## config.mk

```make
export PLATFORM = sky130hd
export DESIGN_NAME = cache_fill_ctrl
export DESIGN_NICKNAME = d
export VERILOG_FILES = /design/src/rtl/cache_pkg.sv /design/src/rtl/fill_arbiter.sv /design/src/rtl/cache_fill_ctrl.sv
export SDC_FILE = /design/constraint.sdc
export NUM_CORES = 1
export LEC_CHECK = 0
export CAP_MARGIN = 20
export CORE_AREA = 2 2 64 66
export DETAILED_ROUTE_END_ITERATION = 16
export DIE_AREA = 0 0 66 68
export DONT_BUFFER_PORTS = 1
export SLEW_MARGIN = 10
export SYNTH_ARGS = -nofsm -noshare
export SYNTH_HDL_FRONTEND = slang
export SYNTH_HIERARCHICAL = 1
export SYNTH_SLANG_ARGS = --single-unit
```

## constraint.sdc

```tcl
create_clock -name clk -period 2.4 [get_ports clk]
set_clock_uncertainty 0.2 [all_clocks]
set_input_delay 0.12 -clock clk [delete_from_list [all_inputs] [get_ports clk]]
set_output_delay 0.12 -clock clk [all_outputs]
set_load 0.03 [all_outputs]
```

## src/rtl/cache_pkg.sv

```systemverilog
// Shared state encoding, requester select and block geometry for the cache fill controller.
package cache_pkg;

   typedef enum logic [2:0] {
      IDLE,
      FILL,
      WDRAIN,
      DONE,
      STORE
   } fill_state_t;

   typedef enum logic {
      REQ_I,
      REQ_D
   } req_sel_t;

   localparam int BLOCK_WORDS = 8;
   localparam int WORD_IDX_W  = 3;
   localparam logic [15:0] BLOCK_MASK = 16'hFFF0;

endpackage

```

## src/rtl/fill_arbiter.sv

```systemverilog
// Fixed-priority grant among D-miss, store and I-miss, plus the latched owner of the current fill.
module fill_arbiter
   import cache_pkg::*;
(
   input  logic     clk,
   input  logic     rst,
   input  logic     arb_en,
   input  logic     miss_i,
   input  logic     miss_d,
   input  logic     wr_d,
   output logic     grant_miss,
   output logic     grant_store,
   output req_sel_t grant_sel,
   output req_sel_t sel
);

   // D-side misses win so the memory stage is never starved by instruction fetch.
   always_comb begin
      grant_miss  = 1'b0;
      grant_store = 1'b0;
      grant_sel   = REQ_I;
      if (arb_en) begin
         if (miss_d) begin
            grant_miss = 1'b1;
            grant_sel  = REQ_D;
         end else if (wr_d) begin
            grant_store = 1'b1;
         end else if (miss_i) begin
            grant_miss = 1'b1;
            grant_sel  = REQ_I;
         end
      end
   end

   always_ff @(posedge clk or posedge rst) begin
      if (rst) begin
         sel <= REQ_I;
      end else if (grant_miss) begin
         sel <= grant_sel;
      end
   end

endmodule

```

## src/rtl/cache_fill_ctrl.sv

```systemverilog
// Miss/store controller sharing one multi-cycle memory between the I-cache and D-cache.
module cache_fill_ctrl
   import cache_pkg::*;
#(
   parameter int MEM_LAT = 4,
   parameter int ADDR_W  = 16,
   parameter int DATA_W  = 16
) (
   input  logic              clk,
   input  logic              rst,
   input  logic              miss_i,
   input  logic [ADDR_W-1:0] addr_i,
   input  logic              miss_d,
   input  logic [ADDR_W-1:0] addr_d,
   input  logic              wr_d,
   input  logic [ADDR_W-1:0] wr_addr,
   input  logic [DATA_W-1:0] wr_data,
   output logic              busy_i,
   output logic              busy_d,
   output logic              done_i,
   output logic              done_d,
   output logic              wr_done,
   output logic              mem_en,
   output logic              mem_wr,
   output logic [ADDR_W-1:0] mem_addr,
   output logic [DATA_W-1:0] mem_wdata,
   input  logic [DATA_W-1:0] mem_rdata,
   input  logic              mem_valid,
   output logic              fill_we_i,
   output logic              fill_we_d,
   output logic [2:0]        fill_word,
   output logic [DATA_W-1:0] fill_data,
   output logic              fill_tag_we_i,
   output logic              fill_tag_we_d,
   output logic [ADDR_W-1:0] fill_base
);

   localparam logic [WORD_IDX_W-1:0] LAST_WORD = WORD_IDX_W'(BLOCK_WORDS - 1);
   localparam logic [ADDR_W-1:0]     BASE_MASK = ~ADDR_W'(~BLOCK_MASK);

   fill_state_t           state;
   logic [WORD_IDX_W-1:0] iss;
   logic [WORD_IDX_W-1:0] rcv;
   req_sel_t              sel;
   req_sel_t              grant_sel;
   logic                  grant_miss;
   logic                  grant_store;
   logic                  fill_hit;

   if (MEM_LAT < 1 || MEM_LAT > 8) begin : g_lat_check
      $error("cache_fill_ctrl: MEM_LAT must be within 1..8");
   end

   fill_arbiter u_arb (
      .clk         (clk),
      .rst         (rst),
      .arb_en      (state == IDLE),
      .miss_i      (miss_i),
      .miss_d      (miss_d),
      .wr_d        (wr_d),
      .grant_miss  (grant_miss),
      .grant_store (grant_store),
      .grant_sel   (grant_sel),
      .sel         (sel)
   );

   // Returns outside an active fill are stale (e.g. reads in flight across a reset).
   assign fill_hit = mem_valid && (state == FILL || state == WDRAIN);

   always_ff @(posedge clk or posedge rst) begin
      if (rst) begin
         state     <= IDLE;
         iss       <= '0;
         rcv       <= '0;
         fill_base <= '0;
      end else begin
         case (state)
            IDLE: begin
               if (grant_miss) begin
                  fill_base <= ((grant_sel == REQ_D) ? addr_d : addr_i) & BASE_MASK;
                  iss       <= '0;
                  rcv       <= '0;
                  state     <= FILL;
               end else if (grant_store) begin
                  state <= STORE;
               end
            end
            FILL: begin
               iss <= iss + 3'd1;
               if (iss == LAST_WORD) begin
                  state <= WDRAIN;
               end
            end
            WDRAIN: ;
            DONE:    state <= IDLE;
            STORE:   state <= IDLE;
            default: state <= IDLE;
         endcase
         // The last returned word ends the fill regardless of issue progress.
         if (fill_hit) begin
            rcv <= rcv + 3'd1;
            if (rcv == LAST_WORD) begin
               state <= DONE;
            end
         end
      end
   end

   always_comb begin
      mem_en        = 1'b0;
      mem_wr        = 1'b0;
      mem_addr      = '0;
      mem_wdata     = '0;
      wr_done       = 1'b0;
      done_i        = 1'b0;
      done_d        = 1'b0;
      fill_we_i     = 1'b0;
      fill_we_d     = 1'b0;
      fill_word     = '0;
      fill_data     = '0;
      fill_tag_we_i = 1'b0;
      fill_tag_we_d = 1'b0;
      case (state)
         FILL: begin
            mem_en   = 1'b1;
            mem_addr = fill_base + ADDR_W'({iss, 1'b0});
         end
         STORE: begin
            mem_en    = 1'b1;
            mem_wr    = 1'b1;
            mem_addr  = wr_addr;
            mem_wdata = wr_data;
            wr_done   = 1'b1;
         end
         DONE: begin
            done_i = (sel == REQ_I);
            done_d = (sel == REQ_D);
         end
         default: ;
      endcase
      if (fill_hit) begin
         fill_we_i     = (sel == REQ_I);
         fill_we_d     = (sel == REQ_D);
         fill_word     = rcv;
         fill_data     = mem_rdata;
         fill_tag_we_i = (sel == REQ_I) && (rcv == LAST_WORD);
         fill_tag_we_d = (sel == REQ_D) && (rcv == LAST_WORD);
      end
      busy_i = !rst && miss_i && !done_i;
      busy_d = !rst && ((miss_d && !done_d) || (wr_d && !wr_done));
   end

endmodule

```

==> qor.csv, run 1 <==
stage,metric,value,unit
layout,drive_above_1_share,14.3,%
sta,fmax,436,MHz
place,hpwl,3.14,mm
logic_synthesis,yosys_register_bits,22,
logic_synthesis,syn_inst,175,
logic_synthesis,yosys_warnings,6,
grt,grt_usage,19.1,%
grt,gr-total-overflow,0,
logic_synthesis,ys_types,35,
layout,n_fill_cell,339,
grt,antenna_found_initial,0,
critical_path,crit_required,2350,ps
drt,vias_per_cell,5.49,
layout,diodes,0,
clock_tree,root_buffer,clkbuf_8,
clock_tree,clock-sinks,22,
layout,syn_to_final_growth,28.5,%
critical_path,arrival,2240,ps
clock_tree,clk_pin_slew,80,ps
drt,drcViolationCount,0,
clock_tree,post_cts_buffers,0,
critical_path,r2r-start,state[1],
drt,ant_nets,0,
critical_path,cp_max_fo,7,
clock_tree,cts-buffers-inserted,3,
critical_path,setup.worst_path.start_class,flop,
min_path,hold_class,input pin to flop,
floorplanning,num_rows,23,
logic_synthesis,ys_async_sr_fraction,100,%
place,port_buffers,0,
status,outcome,"finished, final reports clean",
logic_synthesis,synth-seq-area-share,33.6,%
critical_path,startpoint,state[1],
power_and_ir_drop,ir_drop,0.851,mV
sta,fin_setup_tns,0,ps
floorplanning,die_area,4490,um2
critical_path,end_kind,flop,
flow_run,max-cap-violations,0,
floorplanning,die_w,66,um
min_path,min_from,mem_valid,
place,placed_area,1740,um2
layout,seqCellArea,551,um2
power_and_ir_drop,power.density,1450,nW/um2
sta,setup_ws,106,ps
layout,num-nets-final,302,
grt,grt_first_pass_wirelength,6.51,mm
sta,finalCritPeriodShare,95.6,%
floorplanning,start_util,42.5,%
power_and_ir_drop,finalPower,0.00306,W
drt,num_vias,1428,
floorplanning,core-area,3860,um2
power_and_ir_drop,cellLeakagePower,0.925,nW
layout,final_area,2110,um2
sta,period_needed,2290,ps
clock_tree,cts_tree,built,
sta,final_max_slew_viol_count,0,
drt,drt_iter0_drc,36,
place,dp_slack,427,ps
logic_synthesis,syn-cell-area,1640,um2
drt,routed_wl,4.65,mm
logic_synthesis,syn_avg_cell_area,9.37,um2
grt,grt_max_degree,34,
logic_synthesis,synth-main-ff-cell,dfrtp_1,
place,finalWeightedCongestion,0.686,
sta,hold_viol,0,
clock_tree,cts.path.max_buffers,2,
clock_tree,h-tree-depth,1,
sta,final-setup-viol-count,0,
drt,dr.pass1.iters,4,
critical_path,critPathKind,flop to flop,
floorplanning,fp.dieH,68,um
layout,multiInputGateArea,992,um2
clock_tree,clk_latency,260,ps
grt,first_global_vias,1456,
drt,wire_per_inst,17.9,um
floorplanning,ios,164,
sta,rsz0062_at_grt,no,
logic_synthesis,synth_edf_count,0,
[power by group]
| part | switching, W | leakage (nW) | internal, W | total (W) |
|---|---|---|---|---|
| Sequential | 0.000358 | 0.256 | 0.000545 | 0.000903 |
| Combinational | 0.00123 | 0.647 | 0.000689 | 0.00192 |
| Clock | 0.000122 | 0.0216 | 0.000112 | 0.000234 |
| Total | 0.00171 | 0.925 | 0.00135 | 0.00306 |
[cell type report]
class                           count  share of cell area [%]
Inverter                            4                   0.713
Sequential cell                    22                    26.1
Tap cell                           50                    2.97
Timing Repair Buffer               47                    21.1
Multi-Input combinational cell    134                    47.1
Clock buffer                        3                    1.96
[registers in the layout (all words and copies together) (netlist names)]
signal	count
fill_base	12
iss	3
rcv	3
state	3
u_arb/sel	1
[metal layers]
layer  share of wire, %  routed length [um]  up-vias  GRT usage, %
met5                  0                   0        -             0
met4               0.62                  29        0          5.87
met3                8.3                 387        4          3.45
met2                 51                2360       93          36.1
met1                 40                1880      665          21.8
li1                   -                   -      666             -
[final timing paths]
path	end	slack, ps	cells past startpoint
worst max register to register	fill_base[10]	110	6
max in group asynchronous	u_arb/sel	1400	3
worst min-delay path	rcv[0]	150	3
min in group asynchronous	state[2]	180	3
worst max-delay path	fill_base[10]	110	6
worst min register to register	rcv[0]	310	1
[synth_stat cells, types with 2 or more instances]
| library cell | count | share of area (%) |
|---|---|---|
| a21oi_1 | 14 | 4.3 |
| a22o_1 | 17 | 9.1 |
| and2_1 | 37 | 14 |
| and3b_1 | 2 | 1.1 |
| buf_2 | 7 | 2.1 |
| buf_4 | 11 | 5.0 |
| dfrtp_1 | 22 | 34 |
| ha_1 | 4 | 3.1 |
| inv_1 | 4 | 0.92 |
| mux2_2 | 3 | 2.1 |
| mux2i_1 | 13 | 7.9 |
| nand2b_1 | 2 | 0.76 |
| nor2_1 | 13 | 3.0 |
| nor2b_1 | 4 | 1.5 |
| nor3b_1 | 2 | 0.92 |
[what timing repair did]
item,in CTS,in global routing
gates resized for setup,0,1
endpoints found under the setup margin,0,9
hold buffers,31,1
hold endpoints to repair,37,1
[cells in the final DEF, fill, tap and decap left out, types with 2 or more instances in the layout]
cell type,synthesis,routed
buf_4,11,14
clkbuf_8,0,3
dlygate4sd3_1,0,32
and2_4,1,2
nor3b_4,1,2
conb_1,1,4
mux2_2,3,3
and3b_1,2,2
nor2b_1,4,4
nor2_1,13,13
nand2b_1,2,2
and2_1,37,37
inv_1,4,4
a21oi_1,14,14
dfrtp_1,22,22
a22o_1,17,17
mux2i_1,13,13
ha_1,4,4
[worst max-delay path: stages, from the launching register on]
cell and delay, ps:
dfrtp_1 390, nor3_1 270, buf_4 190, and2_4 240, mux2i_1 230, dlygate4sd3_1 590, a21oi_1 70
[through the flow]
stage / hold slack (ps) / util, % / cells
floorplan: -351 / - / 178
global placement: -349 / 45.0 / 224
detailed placement: -348 / 45.0 / 224
CTS: 83.7 / 54.2 / 258
global route: 158 / 54.6 / 260
finish: 146 / 54.6 / 260
[logic make-up after synthesis]
| kind of cell | after synthesis | synth area share (%) |
|---|---|---|
| compound gates | 35 | 15.4 |
| xor+xnor | 1 | 0.534 |
| fa+ha+maj | 4 | 3.05 |
| buf+inv | 23 | 8.32 |
| flops | 22 | 33.6 |
| mux | 16 | 10.0 |
| other cells | 1 | 0.229 |
| simple gates | 73 | 28.9 |
Power figures use the tool's default switching activity.
==> run 2: changes to the inputs <==
- clock period: 2.4 -> 2.17 ns (I/O delays scaled with it)
==> run 2 against run 1 <==
Sequential power rose by 11%; register-to-register slack better by 60 ps; sequential share of layout area decreased by 0.15 points; critical path depth down 1; clock-buffer cell count unchanged; power grew 12%; final area rose by 0.59%; largest cell class unchanged; largest power group unchanged.
==> qor.csv, run 2 (synthesized netlist as in run 1, its figures left out) <==
stage,metric,value,unit,change
sta,hold_viol,0,,unchanged
layout,n_fill_cell,338,,-0.29%
critical_path,reg2reg_depth,5,,-1
place,placed_area,1740,um2,about the same
critical_path,reg2reg_to,iss[0],,
critical_path,path_cells,buf_4 > xnor2_1 > nor3b_4 > buf_4 > and2_1,,
critical_path,critPathKind,flop to output pin,,
drt,ant_nets,0,,unchanged
sta,finalCritPeriodShare,95.7,%,
min_path,min_from,miss_d,,
clock_tree,clock-sinks,22,,unchanged
critical_path,critPathMaxStageDelay,380,ps,-210 ps
sta,final-setup-viol-count,0,,unchanged
critical_path,setup.worst_path.start_class,flop,,
critical_path,reg2reg_slack,170,ps,+60 ps
critical_path,cp_max_fo,27,,+20
clock_tree,post_cts_buffers,0,,unchanged
critical_path,end_kind,output pin,,
drt,drcViolationCount,0,,unchanged
critical_path,critPathTopFamily,simple AND/OR/NAND/NOR gates,,
drt,vias_per_cell,5.46,,-0.57%
floorplanning,die_w,66,um,unchanged
flow_run,max-cap-violations,0,,unchanged
grt,grt_max_degree,37,,+8.8%
drt,routed_wl,4.48,mm,-3.6%
layout,diodes,0,,unchanged
layout,drive_above_1_share,15.4,%,+1.1 points
drt,wire_per_inst,17.4,um,-2.9%
min_path,hold_end,u_arb/sel,,
sta,final_max_slew_viol_count,0,,unchanged
critical_path,arrival,1770,ps,-470 ps
drt,num_vias,1409,,-1.3%
clock_tree,cts-buffers-inserted,3,,unchanged
drt,drt_iter0_drc,50,,+39%
min_path,hold_depth,2,,-1
clock_tree,clk_pin_slew,80,ps,about the same
sta,fin_setup_tns,0,ps,unchanged
power_and_ir_drop,ir_drop,1.11,mV,+30%
status,outcome,"finished, final reports clean",,
layout,seqCellArea,551,um2,unchanged
critical_path,crit_top_cell,buf_4,,
power_and_ir_drop,cellLeakagePower,0.924,nW,about the same
layout,layout_common_cells,"and2_1 (37), dlygate4sd3_1 (31), dfrtp_1 (22)",,
floorplanning,num_rows,23,,unchanged
sta,rsz0062_at_grt,no,,
critical_path,r2r-start,state[1],,
place,port_buffers,0,,unchanged
power_and_ir_drop,finalPower,0.00343,W,+12%
clock_tree,clk_latency,260,ps,about the same
floorplanning,die_area,4490,um2,unchanged
floorplanning,core-area,3860,um2,unchanged
grt,first_global_vias,1403,,-3.6%
floorplanning,start_util,42.5,%,unchanged
sta,period_needed,2080,ps,
min_path,hold_class,input pin to flop,,
layout,syn_to_final_growth,29.3,%,
grt,grt_first_pass_wirelength,6.68,mm,+2.7%
clock_tree,root_buffer,clkbuf_8,,
critical_path,crit_required,1860,ps,-490 ps
clock_tree,h-tree-depth,1,,unchanged
critical_path,path_buf_inv,2,,unchanged
power_and_ir_drop,power.density,1620,nW/um2,+12%
grt,gr-total-overflow,0,,unchanged
clock_tree,cts.path.max_buffers,2,,unchanged
critical_path,cp_slowest_cell,dfrtp_1,,
layout,final_area,2120,um2,+0.59%
layout,largest_reg_flops,12,,unchanged
place,hpwl,3.20,mm,+1.8%
layout,mostFrequentLayoutCell,and2_1,,
drt,dr.pass1.iters,3,,-1
clock_tree,cts_tree,built,,
sta,fmax,482,MHz,
layout,top_register,fill_base,,
floorplanning,fp.dieH,68,um,unchanged
grt,grt_usage,19.4,%,+0.36 points
grt,antenna_found_initial,0,,unchanged
floorplanning,ios,164,,unchanged
place,finalWeightedCongestion,0.803,,+17%
layout,multiInputGateArea,992,um2,unchanged
layout,num-nets-final,299,,-0.99%
-- run 2: changes by cell type in the layout (fill, tap and decap cells not counted), sizes merged --
| cell | delta |
|---|---|
| bufinv | +1 |
| dlygate4sd3 | -1 |
| and2 | -1 |
| buf | -1 |
-- run 2: repair_timing --
item | CTS | global route
setup endpoints to repair | 0 | 2
resized for setup | 0 | 2
hold buffers | 31 | 0
endpoints found under the hold margin | 37 | 0
-- run 2: report_power, final --
part	total [W]	internal, W	leakage (nW)	switching [W]
logic	0.00205	0.000709	0.632	0.00134
clock network	0.000382	0.000246	0.0357	0.000135
registers	0.00100	0.000603	0.256	0.000402
total	0.00343	0.00156	0.924	0.00187
-- run 2: worst max-delay path by stage --
stage,cells past startpoint,slack (ps),startpoint,end
2_1_floorplan,7,130,state[1],iss[0]
3_3_place_gp,5,230,state[1],iss[0]
3_5_place_dp,5,210,state[1],iss[0]
4_1_cts,5,40,state[1],fill_tag_we_i
5_1_grt,5,9,state[1],fill_word[2]
6_report,5,90,state[1],fill_data[4]
-- run 2: area by class of cell --
cell class              count  share of cell area (%)
clock buffers               3                    1.95
repair buffers             45                    20.2
multi-input cells         133                    46.8
clock inverters             1                    1.42
flip-flops and latches     22                    26.0
well taps                  50                    2.95
inverters                   4                   0.708
-- run 2: layer usage --
layer	wire, um	track usage, %	up-vias
li1	-	-	664
met5	0	0	-
met3	304	3.62	6
met4	42	6.38	0
met1	1840	24.2	659
met2	2300	34.1	80
-- run 2: worst register-to-register path, cell delays in order (launching register included) --
cell and delay [ps]:
dfrtp_1 380, nor3_1 250, o21a_1 180, nor4b_4 430, nor2_1 160, mux2_2 290
-- run 2: through the flow --
step	utilization, %	hold WS [ps]	setup slack [ps]	instances
6_report	55.0	58.4	93.5	258
5_1_grt	55.0	68.2	9.25	258
4_1_cts	54.9	53.2	38.7	258
3_5_place_dp	45.0	-360	210	223
3_3_place_gp	45.0	-360	227	223
2_1_floorplan	-	-363	127	178
